**src/rtl/riscv_decode_stage.sv**
```systemverilog
`default_nettype none
// ============================================================================
// Module   : riscv_decode_stage
// Purpose  : RV32I/RV64I decode stage between fetch and issue. Fetched words
//            are buffered in a DEPTH-entry in-order queue; the head entry is
//            decoded combinationally and captured into a registered output
//            stage guarded by a valid/ready handshake.
// Ports    : clk, rst_n (async, active-low), flush (sync discard)
//            in_valid/in_ready/in_dword/in_pc      - fetch side
//            out_valid/out_ready/out_*              - issue side
//            count                                  - queue occupancy
//                                                     (output stage excluded)
// Params   : XLEN  - 32 or 64; immediate/pc width and RV64 legality
//            DEPTH - queue entries, power of two, >= 2
// Revision : 1.0 - initial release
// ============================================================================
module riscv_decode_stage #(
  parameter int XLEN  = 32,
  parameter int DEPTH = 4
) (
  input  logic                    clk,
  input  logic                    rst_n,
  input  logic                    flush,
  input  logic                    in_valid,
  output logic                    in_ready,
  input  logic [31:0]             in_dword,
  input  logic [XLEN-1:0]         in_pc,
  output logic                    out_valid,
  input  logic                    out_ready,
  output logic [XLEN-1:0]         out_pc,
  output logic [2:0]              out_itype,
  output logic [6:0]              out_opcode,
  output logic [4:0]              out_rs1,
  output logic [4:0]              out_rs2,
  output logic [4:0]              out_rd,
  output logic [XLEN-1:0]         out_imm,
  output logic [9:0]              out_alu_func,
  output logic [2:0]              out_width,
  output logic [2:0]              out_branch,
  output logic                    out_illegal,
  output logic [$clog2(DEPTH):0]  count
);

  localparam int              c_PTR_W = $clog2(DEPTH);
  localparam int              c_CNT_W = c_PTR_W + 1;
  localparam logic [c_CNT_W-1:0] c_DEPTH = c_CNT_W'(DEPTH);
  localparam bit              c_RV64  = (XLEN == 64);

  // Major opcodes
  localparam logic [6:0] c_OP_R      = 7'b0110011;
  localparam logic [6:0] c_OP_IMM    = 7'b0010011;
  localparam logic [6:0] c_OP_LOAD   = 7'b0000011;
  localparam logic [6:0] c_OP_JALR   = 7'b1100111;
  localparam logic [6:0] c_OP_STORE  = 7'b0100011;
  localparam logic [6:0] c_OP_BRANCH = 7'b1100011;
  localparam logic [6:0] c_OP_LUI    = 7'b0110111;
  localparam logic [6:0] c_OP_AUIPC  = 7'b0010111;
  localparam logic [6:0] c_OP_JAL    = 7'b1101111;

  // Instruction format codes reported on out_itype
  localparam logic [2:0] c_IT_R  = 3'd0;
  localparam logic [2:0] c_IT_I  = 3'd1;
  localparam logic [2:0] c_IT_S  = 3'd2;
  localparam logic [2:0] c_IT_SB = 3'd3;
  localparam logic [2:0] c_IT_U  = 3'd4;
  localparam logic [2:0] c_IT_UJ = 3'd5;

  localparam logic [9:0] c_ALU_SRAI = 10'h105;

  // --------------------------------------------------------------------------
  // Queue storage and control
  // --------------------------------------------------------------------------
  logic [31:0]        r_mem_word [DEPTH];
  logic [XLEN-1:0]    r_mem_pc   [DEPTH];
  logic [c_PTR_W-1:0] r_wr_ptr;
  logic [c_PTR_W-1:0] r_rd_ptr;
  logic [c_CNT_W-1:0] r_count;

  logic w_push;
  logic w_pop;

  // in_ready looks only at the registered count, so it never depends
  // combinationally on out_ready.
  assign in_ready = (r_count < c_DEPTH);
  assign count    = r_count;

  assign w_push = in_valid && in_ready;
  // The head moves into the output stage whenever that stage is empty or
  // being drained in this same cycle.
  assign w_pop  = (r_count != '0) && (!out_valid || out_ready);

  // Storage array carries no reset: an entry is only read after it has been
  // written, and the pointers/count define what is live.
  always_ff @(posedge clk) begin
    if (w_push && !flush) begin
      r_mem_word[r_wr_ptr] <= in_dword;
      r_mem_pc[r_wr_ptr]   <= in_pc;
    end
  end

  always_ff @(posedge clk or negedge rst_n) begin
    if (!rst_n) begin
      r_wr_ptr <= '0;
      r_rd_ptr <= '0;
      r_count  <= '0;
    end else if (flush) begin
      r_wr_ptr <= '0;
      r_rd_ptr <= '0;
      r_count  <= '0;
    end else begin
      // Pointers wrap naturally since DEPTH is a power of two.
      if (w_push) r_wr_ptr <= r_wr_ptr + c_PTR_W'(1);
      if (w_pop)  r_rd_ptr <= r_rd_ptr + c_PTR_W'(1);
      if (w_push && !w_pop) begin
        r_count <= r_count + c_CNT_W'(1);
      end else if (!w_push && w_pop) begin
        r_count <= r_count - c_CNT_W'(1);
      end
    end
  end

  // --------------------------------------------------------------------------
  // Head-entry field extraction
  // --------------------------------------------------------------------------
  logic [31:0]     w_d;
  logic [XLEN-1:0] w_head_pc;
  logic [6:0]      w_op;
  logic [2:0]      w_f3;
  logic [6:0]      w_f7;
  logic [4:0]      w_rd_f;
  logic [4:0]      w_rs1_f;
  logic [4:0]      w_rs2_f;

  assign w_d       = r_mem_word[r_rd_ptr];
  assign w_head_pc = r_mem_pc[r_rd_ptr];
  assign w_op      = w_d[6:0];
  assign w_rd_f    = w_d[11:7];
  assign w_f3      = w_d[14:12];
  assign w_rs1_f   = w_d[19:15];
  assign w_rs2_f   = w_d[24:20];
  assign w_f7      = w_d[31:25];

  // Immediates, sign-extended to XLEN through signed size casts.
  logic [XLEN-1:0] w_imm_i;
  logic [XLEN-1:0] w_imm_s;
  logic [XLEN-1:0] w_imm_b;
  logic [XLEN-1:0] w_imm_u;
  logic [XLEN-1:0] w_imm_j;

  assign w_imm_i = XLEN'($signed(w_d[31:20]));
  assign w_imm_s = XLEN'($signed({w_d[31:25], w_d[11:7]}));
  assign w_imm_b = XLEN'($signed({w_d[31], w_d[7], w_d[30:25], w_d[11:8], 1'b0}));
  assign w_imm_u = XLEN'($signed({w_d[31:12], 12'b0}));
  assign w_imm_j = XLEN'($signed({w_d[31], w_d[19:12], w_d[20], w_d[30:21], 1'b0}));

  // Shift-immediate upper bits: shamt is 5 bits on RV32 and 6 bits on RV64,
  // so the field that must be 0 (or the SRAI marker) shrinks by one bit.
  logic w_shamt_ok;
  generate
    if (c_RV64) begin : g_shamt_rv64
      assign w_shamt_ok = (w_d[31:26] == 6'b000000) ||
                          ((w_d[31:26] == 6'b010000) && (w_f3 == 3'b101));
    end else begin : g_shamt_rv32
      assign w_shamt_ok = (w_d[31:25] == 7'b0000000) ||
                          ((w_d[31:25] == 7'b0100000) && (w_f3 == 3'b101));
    end
  endgenerate

  // --------------------------------------------------------------------------
  // Combinational decode of the head entry
  // --------------------------------------------------------------------------
  logic [2:0]      w_itype;
  logic [4:0]      w_rs1;
  logic [4:0]      w_rs2;
  logic [4:0]      w_rd;
  logic [XLEN-1:0] w_imm;
  logic [9:0]      w_alu;
  logic [2:0]      w_width;
  logic [2:0]      w_branch;
  logic            w_illegal;

  always_comb begin
    w_itype   = c_IT_R;
    w_rs1     = '0;
    w_rs2     = '0;
    w_rd      = '0;
    w_imm     = '0;
    w_alu     = '0;
    w_width   = 3'b010;
    w_branch  = '0;
    w_illegal = 1'b0;

    case (w_op)
      c_OP_R: begin
        w_itype = c_IT_R;
        w_rs1   = w_rs1_f;
        w_rs2   = w_rs2_f;
        w_rd    = w_rd_f;
        w_alu   = {w_f7, w_f3};
        // Only base ops (func7=0) and SUB/SRA (func7=0100000) exist.
        if (!((w_f7 == 7'b0000000) ||
              ((w_f7 == 7'b0100000) && ((w_f3 == 3'b000) || (w_f3 == 3'b101))))) begin
          w_illegal = 1'b1;
        end
      end
      c_OP_IMM, c_OP_LOAD, c_OP_JALR: begin
        w_itype = c_IT_I;
        w_rs1   = w_rs1_f;
        w_rd    = w_rd_f;
        w_imm   = w_imm_i;
        w_alu   = {7'b0, w_f3};
        if (w_op == c_OP_IMM) begin
          if ((w_f3 == 3'b101) && w_d[30]) w_alu = c_ALU_SRAI;
          if (((w_f3 == 3'b001) || (w_f3 == 3'b101)) && !w_shamt_ok) w_illegal = 1'b1;
        end
        if (w_op == c_OP_LOAD) begin
          w_width = w_f3;
          // 111 never exists; LD (011) and LWU (110) are RV64-only.
          if ((w_f3 == 3'b111) ||
              (!c_RV64 && ((w_f3 == 3'b011) || (w_f3 == 3'b110)))) begin
            w_illegal = 1'b1;
          end
        end
        if ((w_op == c_OP_JALR) && (w_f3 != 3'b000)) w_illegal = 1'b1;
      end
      c_OP_STORE: begin
        w_itype = c_IT_S;
        w_rs1   = w_rs1_f;
        w_rs2   = w_rs2_f;
        w_imm   = w_imm_s;
        w_width = w_f3;
        if (c_RV64 ? (w_f3 > 3'b011) : (w_f3 > 3'b010)) w_illegal = 1'b1;
      end
      c_OP_BRANCH: begin
        w_itype  = c_IT_SB;
        w_rs1    = w_rs1_f;
        w_rs2    = w_rs2_f;
        w_imm    = w_imm_b;
        w_branch = w_f3;
        if ((w_f3 == 3'b010) || (w_f3 == 3'b011)) w_illegal = 1'b1;
      end
      c_OP_LUI, c_OP_AUIPC: begin
        w_itype = c_IT_U;
        w_rd    = w_rd_f;
        w_imm   = w_imm_u;
      end
      c_OP_JAL: begin
        w_itype = c_IT_UJ;
        w_rd    = w_rd_f;
        w_imm   = w_imm_j;
      end
      default: begin
        w_illegal = 1'b1;
      end
    endcase

    // Compressed or malformed words never carry 2'b11 in the low bits.
    if (w_d[1:0] != 2'b11) w_illegal = 1'b1;

    // An illegal word only reports its pc, opcode and the illegal flag.
    if (w_illegal) begin
      w_itype  = '0;
      w_rs1    = '0;
      w_rs2    = '0;
      w_rd     = '0;
      w_imm    = '0;
      w_alu    = '0;
      w_width  = '0;
      w_branch = '0;
    end
  end

  // --------------------------------------------------------------------------
  // Output register
  // --------------------------------------------------------------------------
  always_ff @(posedge clk or negedge rst_n) begin
    if (!rst_n) begin
      out_valid    <= 1'b0;
      out_pc       <= '0;
      out_itype    <= '0;
      out_opcode   <= '0;
      out_rs1      <= '0;
      out_rs2      <= '0;
      out_rd       <= '0;
      out_imm      <= '0;
      out_alu_func <= '0;
      out_width    <= '0;
      out_branch   <= '0;
      out_illegal  <= 1'b0;
    end else if (flush) begin
      out_valid <= 1'b0;
    end else if (w_pop) begin
      out_valid    <= 1'b1;
      out_pc       <= w_head_pc;
      out_itype    <= w_itype;
      out_opcode   <= w_op;
      out_rs1      <= w_rs1;
      out_rs2      <= w_rs2;
      out_rd       <= w_rd;
      out_imm      <= w_imm;
      out_alu_func <= w_alu;
      out_width    <= w_width;
      out_branch   <= w_branch;
      out_illegal  <= w_illegal;
    end else if (out_ready) begin
      out_valid <= 1'b0;
    end
  end

endmodule
`default_nettype wire

```
**config.mk**
```make
export PLATFORM = sky130hd
export DESIGN_NAME = riscv_decode_stage
export DESIGN_NICKNAME = d
export VERILOG_FILES = /design/src/rtl/riscv_decode_stage.sv
export SDC_FILE = /design/constraint.sdc
export NUM_CORES = 1
export LEC_CHECK = 0
export ABC_AREA = 1
export BUFFER_PORTS_ARGS = -buffer_cell sky130_fd_sc_hd__buf_2
export CORE_MARGIN = 1.5
export CORE_UTILIZATION = 58
export CTS_BUF_LIST = sky130_fd_sc_hd__clkbuf_4
export CTS_CLUSTER_DIAMETER = 100
export DETAILED_ROUTE_END_ITERATION = 6
export MAX_ROUTING_LAYER = met4
export PLACE_DENSITY = 0.78
export SLEW_MARGIN = 10
export SYNTH_ARGS = -nofsm -noshare
export SYNTH_HDL_FRONTEND = slang
export SYNTH_SLANG_ARGS = --single-unit
```
**constraint.sdc**
```tcl
create_clock -name clk -period 4.84 [get_ports clk]
set_input_delay 0.484 -clock clk [delete_from_list [all_inputs] [get_ports clk]]
set_output_delay 0.484 -clock clk [all_outputs]
set_load 0.02 [all_outputs]
```
# == After elaboration in Yosys (flattened, before gate mapping) ==
# Memory sizes are Yosys's and may differ from the RTL's. A register that Yosys moved wholly into a read port is not among the register bits.
# Cells that the tools add are included.
# word_totals
ff_bits,82
latchBits,0
ramBits,256
mem_bits_ro,0
inputBits,69
output_inout_bits,111
elab_cells,120
n_memories,2
# op_classes
add_sub_neg,4
n_mul,0
n_div,0
magnitude_cmp,2
eq_ne,17
shift,0
muxes,41
bitwise,1
reduce_logical,39
# memory_table
memory,words,word_bits,read_ports,rd_clocked_by_memory_dff,wr,line_no,text
r_mem_pc,4,32,1,1,1,74,logic [XLEN-1:0] r_mem_pc [DEPTH];
r_mem_word,4,32,1,0,1,73,logic [31:0] r_mem_word [DEPTH];
# op_table
operator,count
$pmux 32 s5,1
$mux 32,1
$mux 5,6
$eq 7x6->1 const B,4
$mux 3,8
$eq 7x7->1 const B,3
$pmux 10 s2,1
$mux 9,2
$pmux 3 s5,1
$eq 7x5->1 const B,2
$mux 1,14
$reduce_bool 3->1,4
$logic_and 1x1->1,10
$mux 10,1
$eq 3x3->1 const B,3
$reduce_or 3->1,3
$logic_or 1x1->1,8
$mux 2,4
$eq 7x2->1 const B,1
$logic_not 7->1,1
$reduce_or 7->1,1
$eq 3x2->1 const B,2
$logic_not 1->1,6
$pmux 3 s2,1
other kinds (14),16

# == Depth between registers and ports, before layout ==
# Gate-level depths: netlist (run 1).
# An unclocked memory read counts as a cell.
# depth
ltp_word,14
depth_mapped,18
mapped_depth_nobuf,15

# == Least setup slack after synthesis (run 1) ==
# No wires, ideal clock.
# synth_timing
path_kind,reg-to-reg
startpoint,reg r_count[2] (netlist: count[2])
endpoint,"mem r_mem_pc[0][0], enable pin"
setup_ps,486
t_arrival_ps,3672
required_ps,4354
slack_ps,681
stages_incl_launch_ff,6
path_buffers,0
synth_period_minus_slack_ps,4159
cell_sequence,dfrtp_1 > inv_1 > nand2_1 > inv_1 > nand2_1 > nor2_1
# synth_via
elab_chain_len,5
# synth_lines
item,line_no,text
"start, declared",77,logic [c_CNT_W-1:0] r_count;
"start signal, assigned",115,r_count <= r_count + c_CNT_W'(1);
"start signal, assigned",117,r_count <= r_count - c_CNT_W'(1);
$lt 3x3->1,84,assign in_ready = (r_count < c_DEPTH);
net in_ready,25,"output logic in_ready,"
$logic_and 1x1->1,87,assign w_push = in_valid && in_ready;
$logic_and 1x1->1,95,if (w_push && !flush) begin
$mux 1,95,
$mux 1 (implied by the code),97,r_mem_pc[r_wr_ptr] <= in_pc;
"end, declared",74,
# The timed path passes the listed nets, and every way through them passes these cells.

# == Worst setup path after layout (run 1) ==
# layout_timing
startpoint,reg r_rd_ptr[0]
endpoint,reg out_branch[0]
# layout_via
elab_chain_len,14
elab_cells_between_ends,48
classes_between,1 x order compare; 17 x eq/ne; 12 x mux; 17 x reduce/logical; 1 x memory
# layout_lines
item,line_no,text
"start, declared",76,logic [c_PTR_W-1:0] r_rd_ptr;
"start signal, assigned",113,if (w_pop) r_rd_ptr <= r_rd_ptr + c_PTR_W'(1);
$mem_v2 4x32 *,n/a,
$eq 7x6->1 or $eq 3x3->1 (tied branches),"165, 202, 214",
$logic_and 1x1->1,165,((w_d[31:25] == 7'b0100000) && (w_f3 == 3'b101));
$logic_or 1x1->1,164,assign w_shamt_ok = (w_d[31:25] == 7'b0000000) ||
$logic_not 1->1,214,if (((w_f3 == 3'b001) || (w_f3 == 3'b101)) && !w_shamt_ok) w_illegal = 1'b1;
$logic_and 1x1->1,214,
$mux 1,214,
$mux 1,212,if (w_op == c_OP_IMM) begin
$mux 1,219,if ((w_f3 == 3'b111) ||
$mux 1,216,if (w_op == c_OP_LOAD) begin
$mux 1,224,if ((w_op == c_OP_JALR) && (w_f3 != 3'b000)) w_illegal = 1'b1;
$pmux 1 s5,193,case (w_op)
$mux 1,258,if (w_d[1:0] != 2'b11) w_illegal = 1'b1;
$mux 3 *,261,if (w_illegal) begin
"end signal, assigned",303,out_branch <= w_branch;
"end, declared",39,"output logic [2:0] out_branch,"
# Mark *: on every way between the ends. The rest lies on a longest branch, timed or not.
# A chain may end at the register's enable or synchronous reset.

==> results of run 1 <==
timing repair:
item,CTS,global route
hold buffers,63,1
endpoints found under the setup margin,0,0
endpoints found under the hold margin,309,4
buffers inserted,0,0
path summary, 6_finish.rpt:
check	startpoint	end	slack (ns)	depth (start not counted)
setup / recovery	r_rd_ptr[0]	out_branch[0]	0.95	12
hold / removal	flush	r_rd_ptr[1]	0.04	2
setup reg to reg	r_rd_ptr[0]	out_branch[0]	0.95	12
hold reg to reg	out_alu_func[5]	out_alu_func[5]	0.46	2
max in group asynchronous	rst_n	r_rd_ptr[0]	3.15	3
min in group asynchronous	rst_n	out_opcode[6]	0.44	2
cells by family after synthesis:
kind of cell / after synthesis / share of synthesized area, %
AO/OA/AOI/OAI: 201 / 7.77
XOR/XNOR: 1 / 0.0571
adder cells (fa/ha/maj): 5 / 0.456
buffers and inverters: 130 / 3.85
flip-flops: 370 / 68.6
AND/OR/NAND/NOR: 710 / 19.2
cell usage in the layout (no fill, tap or decap), types with 2 or more instances in the layout:
cell type | synthesis | final
nand2_1 | 377 | 377
edfxtp_1 | 256 | 256
buf_2 | 17 | 178
nor2_1 | 171 | 166
nand3_1 | 139 | 139
clkbuf_4 | 0 | 139
dfrtp_1 | 114 | 112
o21ai_0 | 109 | 109
dlygate4sd3_1 | 0 | 64
o22ai_1 | 47 | 47
inv_1 | 42 | 42
o21ai_2 | 28 | 28
clkinv_1 | 1 | 16
buf_4 | 8 | 16
a21oi_1 | 10 | 10
nor2_4 | 2 | 7
nor3_1 | 5 | 5
inv_2 | 7 | 5
nand2_2 | 5 | 5
clkinv_2 | 0 | 4
nor2_2 | 4 | 4
ha_1 | 4 | 4
bufinv_16 | 0 | 4
diode_2 | 0 | 2
nand4_1 | 2 | 2
a21oi_2 | 2 | 2
nor2_8 | 2 | 2
nand3_4 | 2 | 2
o211ai_1 | 2 | 2
sequential cells by signal (all words and copies together) (netlist names), 2 cells and up:
register      cells
count             3
out_alu_func     10
out_branch        3
out_imm          32
out_itype         3
out_opcode        7
out_pc           32
out_rd            5
out_rs1           5
out_rs2           5
out_width         3
r_mem_pc        128
r_mem_word      128
r_rd_ptr          2
r_wr_ptr          2
where the power goes:
group | internal [mW] | switching [mW] | leakage [nW] | total (mW)
clock | 1.52 | 1.21 | 0.740 | 2.73
sequential | 3.72 | 0.208 | 3.84 | 3.93
combinational | 0.762 | 2.11 | 3.34 | 2.88
total | 6.01 | 3.53 | 7.92 | 9.54
layer usage:
| metal | vias up | GRT usage, % | share of wire, % |
|---|---|---|---|
| met4 | 0 | 8.97 | 2.0 |
| met3 | 70 | 5.95 | 7.0 |
| met1 | 5474 | 34.2 | 42 |
| met2 | 447 | 45.0 | 49 |
| li1 | 5452 | - | - |
| met5 | - | - | 0 |
metrics by stage:
stage / power (mW) / setup WS, ns
after global placement: 6.71 / 1.08
after detailed placement: 6.78 / 0.976
after global routing: 10.1 / 0.551
after CTS: 9.55 / 0.961
final: 9.54 / 0.950
after floorplan: 5.94 / 0.681
critical path, cell delays in order (launching register included):
cell	delay, ns
dfrtp_4	0.72
inv_4	0.45
buf_4	0.49
nand2_1	0.11
nand3_1	0.09
nand2_1	0.14
nor2_1	0.18
nand2_1	0.13
nor2_1	0.15
nor2_2	0.09
nor2_8	0.31
nand3_4	0.52
o21ai_0	0.35
layout make-up:
type / count / area, um2 / area share (%)
sequential: 370 / 10500 / 57.5
multi-input combinational: 917 / 4260 / 23.2
timing repair buffer: 259 / 1670 / 9.11
clock buffer: 139 / 1040 / 5.69
tap: 335 / 419 / 2.28
clock inverter: 24 / 209 / 1.14
inverter: 50 / 191 / 1.04
antenna: 2 / 5.00 / 0.0273
==> results.json, run 1 <==
{
  "outcome": "complete, no violations",
  "synth_area_leaders": "edfxtp_1 (50%), dfrtp_1 (19%), nand2_1 (9.2%)",
  "grtUsageTotal_pct": 27.5,
  "path_class": "reg -> reg",
  "ys_types": 33,
  "first_iter_violations": 795,
  "finalHoldWorstSlack_ns": 0.0417,
  "setup-tns-final_ns": 0,
  "drive_above_1_share_pct": 22.9,
  "synth-edff-count": 256,
  "synth-seq-cells": 370,
  "seq_area_frac_synth_pct": 68.6,
  "vias_per_cell": 5.46,
  "peakVddDrop_mv": 0.398,
  "post-route-period-util_pct": 80.4,
  "tightest_slew_ns": 1.10,
  "wl_mm": 36.2,
  "port_buffers": 179,
  "avgSynthCellArea_um2": 10.8,
  "leakage_nw": 7.92,
  "chipHeight_um": 166,
  "dr.pass1.iters": 5,
  "max_clock_freq_mhz": 257,
  "clockBufferDepth": 3,
  "async_flop_share_pct": 30.8,
  "ys_top_cells_by_count": "nand2_1 (377), edfxtp_1 (256), nor2_1 (171)",
  "hold_viol": 0,
  "yosysWarnings": 0,
  "synth_area_um2": 15400,
  "final_cells": 2096,
  "synth_nets": 1491,
  "core_area_um2": 26000,
  "hp-class": "in -> reg",
  "worstPathRequired_ns": 5.43,
  "yosys.area.top_type": "edfxtp_1",
  "grt_max_degree": 70,
  "gp_congestion": 0.960,
  "drv_slew": 0,
  "worstSetupStartpointType": "flip-flop",
  "synth.most_common_cell": "nand2_1",
  "vias": 11443,
  "wire_per_inst_um": 17.3,
  "area_growth_pct": 19.5,
  "cts_tree": "built",
  "clock_latency_ns": 0.70,
  "path_clk_slew_ns": 0.07,
  "grt-ovfl-total": 0,
  "final_util_pct": 70.6,
  "rows": 59,
  "die_w_um": 166,
  "cts_num_sinks": 370,
  "relSlewSlack_pct": 26.3,
  "postRouteAntennaNets": 0,
  "cap_violations": 0,
  "dp_hpwl_mm": 21.9,
  "dp.cells": 1867,
  "drc": 0,
  "worstSetupEndpointType": "flip-flop",
  "p_per_area_nw_per_um2": 520,
  "h-tree-depth": 3,
  "fillers": 1858,
  "start_util_pct": 59.1,
  "clock_skew_ns": 0.0311,
  "grt_pass1_vias": 11556,
  "grt_pass1_wl_mm": 58.3,
  "cts_resized": 0,
  "crit_arrival_ns": 4.48,
  "cts_root_buf": "clkbuf_4",
  "die_area_um2": 27500,
  "path_max_fanout": 67,
  "synth_top_area_share_pct": 50.1,
  "design_area_um2": 18300,
  "synth_ff_type": "edfxtp_1",
  "pin_count": 180,
  "antenna_found_initial": 2,
  "nets": 1762,
  "rsz0062_at_grt": "no",
  "cts_buffers": 90,
  "placed_area_um2": 16400,
  "period_needed_ns": 3.89,
  "setup_viol": 0,
  "synthCells": 1417
}
Note: power is estimated with default switching activity, not from simulation.
==> run 2: changes to the inputs <==
==> constraint.sdc (replaced) <==
create_clock -name clk -period 3.7 [get_ports clk]
set_input_delay 0.37 -clock clk [delete_from_list [all_inputs] [get_ports clk]]
set_output_delay 0.37 -clock clk [all_outputs]
set_load 0.02 [all_outputs]
==> results.json, run 2 (same netlist as run 1, synthesis figures left out) <==
{
  "crit_slowest_cell": "dfrtp_4",
  "max_clock_freq_mhz": 323,
  "wl_mm": 36.0,
  "grt_max_degree": 115,
  "worstSetupEndpointType": "flip-flop",
  "setup_viol": 0,
  "clock_skew_ns": 0.0499,
  "mostFrequentLayoutCells": "nand2_1 (377), edfxtp_1 (256), buf_2 (178)",
  "die_w_um": 166,
  "postRouteAntennaNets": 0,
  "dp_hpwl_mm": 21.7,
  "rsz0062_at_grt": "no",
  "cts_buffers": 89,
  "antenna_found_initial": 5,
  "relSlewSlack_pct": 33.8,
  "pin_count": 180,
  "vias_per_cell": 5.46,
  "placed_area_um2": 16600,
  "grt_pass1_wl_mm": 57.9,
  "cts_tree": "built",
  "period_needed_ns": 3.09,
  "grt_pass1_vias": 11549,
  "grtUsageTotal_pct": 27.2,
  "worstSetupStartpointType": "flip-flop",
  "final_common_cell": "nand2_1",
  "path_clk_slew_ns": 0.06,
  "outcome": "complete, no violations",
  "die_area_um2": 27500,
  "core_area_um2": 26000,
  "critPathTopFamily": "simple AND/OR/NAND/NOR gates",
  "cts_root_buf": "clkbuf_4",
  "fillers": 1886,
  "path_class": "reg -> reg",
  "clock_latency_ns": 0.70,
  "cts_num_sinks": 370,
  "drc": 0,
  "hp-class": "in -> reg",
  "grt-ovfl-total": 0,
  "path_buf_inv": 3,
  "clockBufferDepth": 3,
  "peakVddDrop_mv": 0.456,
  "p_per_area_nw_per_um2": 668,
  "port_buffers": 179,
  "vias": 11529,
  "path_max_fanout": 33,
  "nets": 1773,
  "h-tree-depth": 3,
  "dr.pass1.iters": 5,
  "chipHeight_um": 166,
  "path_common_cell": "nand2_1",
  "worstPathRequired_ns": 4.26,
  "drive_above_1_share_pct": 23.1,
  "largestRegisters": "r_mem_pc: 128 flops, r_mem_word: 128 flops",
  "first_iter_violations": 1010,
  "wire_per_inst_um": 17.0,
  "gp_congestion": 0.952,
  "leakage_nw": 7.96,
  "dp_worst_setup_slack_ns": 0.697,
  "tightest_slew_ns": 0.992,
  "hold_viol": 0,
  "setup-tns-final_ns": 0,
  "rows": 59,
  "design_area_um2": 18400,
  "fin_ws_ns": 0.608,
  "start_util_pct": 59.1,
  "crit_arrival_ns": 3.65,
  "post-route-period-util_pct": 83.6,
  "cpPeakStageDelay_ns": 0.59,
  "drv_slew": 0,
  "area_growth_pct": 20.1,
  "cap_violations": 0,
  "path_cells": "inv_4 > buf_4 > nand2_1 > nand3_1 > nand2_1 > inv_1 > nand2_1 > a21oi_1 > nor2_1 > nor2_2 > nand3_4 > o21ai_0"
}
==> run 2: changes by cell type in the layout (fill, tap and decap cells not counted) <==
cell	previous run	this run
clkinv_1	16	19
buf_12	1	6
buf_4	16	20
inv_6	1	3
dlygate4sd3_1	64	67
clkinv_2	4	3
clkinvlp_4	0	1
diode_2	2	5
clkbuf_4	139	138
bufinv_16	4	1
==> run 2: cell type report <==
| class | instances | area (um2) | area share (%) |
|---|---|---|---|
| Clock inverter | 26 | 150 | 0.814 |
| Multi-Input combinational cell | 917 | 4260 | 23.1 |
| Tap cell | 335 | 419 | 2.27 |
| Clock buffer | 138 | 1040 | 5.62 |
| Antenna cell | 5 | 12.5 | 0.0678 |
| Sequential cell | 370 | 10500 | 57.2 |
| Inverter | 50 | 191 | 1.04 |
| Timing Repair Buffer | 271 | 1830 | 9.93 |
==> run 2: tightest hold or removal path, delay by kind of cell <==
kind	cells	cell delay (ns)
and+or+nand+nor	3	0.21
buffers and inverters	2	0.18
==> run 2: layer usage <==
| metal | up-vias | routed length, um | part of all wire, % | global-route usage, % |
|---|---|---|---|---|
| met3 | 57 | 2340 | 6.5 | 5.16 |
| met4 | 0 | 739 | 2.1 | 10.8 |
| met1 | 5531 | 15300 | 43 | 34.1 |
| met5 | - | 0 | 0 | - |
| met2 | 446 | 17500 | 49 | 43.9 |
| li1 | 5495 | - | - | - |
==> run 2: worst paths after layout <==
path | startpoint | endpoint | slack (ns) | cells after the start
worst max-delay path | r_rd_ptr[0] | out_branch[0] | 0.61 | 12
worst min-delay path | in_valid | r_wr_ptr[1] | 0.11 | 5
worst max register to register | r_rd_ptr[0] | out_branch[0] | 0.61 | 12
worst min register to register | out_alu_func[5] | out_alu_func[5] | 0.46 | 2
max in group asynchronous | rst_n | r_rd_ptr[0] | 2.87 | 3
min in group asynchronous | rst_n | out_opcode[5] | 0.33 | 3
==> run 2: power breakdown <==
part | switching, mW | total (mW) | internal, mW | leakage, nW
logic | 2.82 | 3.85 | 1.04 | 3.42
registers | 0.224 | 5.09 | 4.87 | 3.84
clock network | 1.59 | 3.37 | 1.78 | 0.703
==> run 2: metrics by stage <==
stage / instances / power, mW / util [%] / hold slack (ns)
2_1_floorplan: 1417 / 7.77 / - / 0.0744
3_3_place_gp: 1876 / 8.82 / 63.8 / 0.443
3_5_place_dp: 1876 / 8.92 / 63.8 / 0.446
4_1_cts: 2107 / 12.3 / 70.9 / 0.0490
5_1_grt: 2112 / 13.0 / 71.0 / 0.108
6_report: 2112 / 12.3 / 71.0 / 0.110
==> run 2: what timing repair did <==
| action | in CTS | in global routing |
|---|---|---|
| setup buffers | 0 | 0 |
| endpoints found under the hold margin | 372 | 0 |
| resized for setup | 0 | 0 |
| hold buffers | 67 | 0 |
| endpoints found under the setup margin | 0 | 0 |
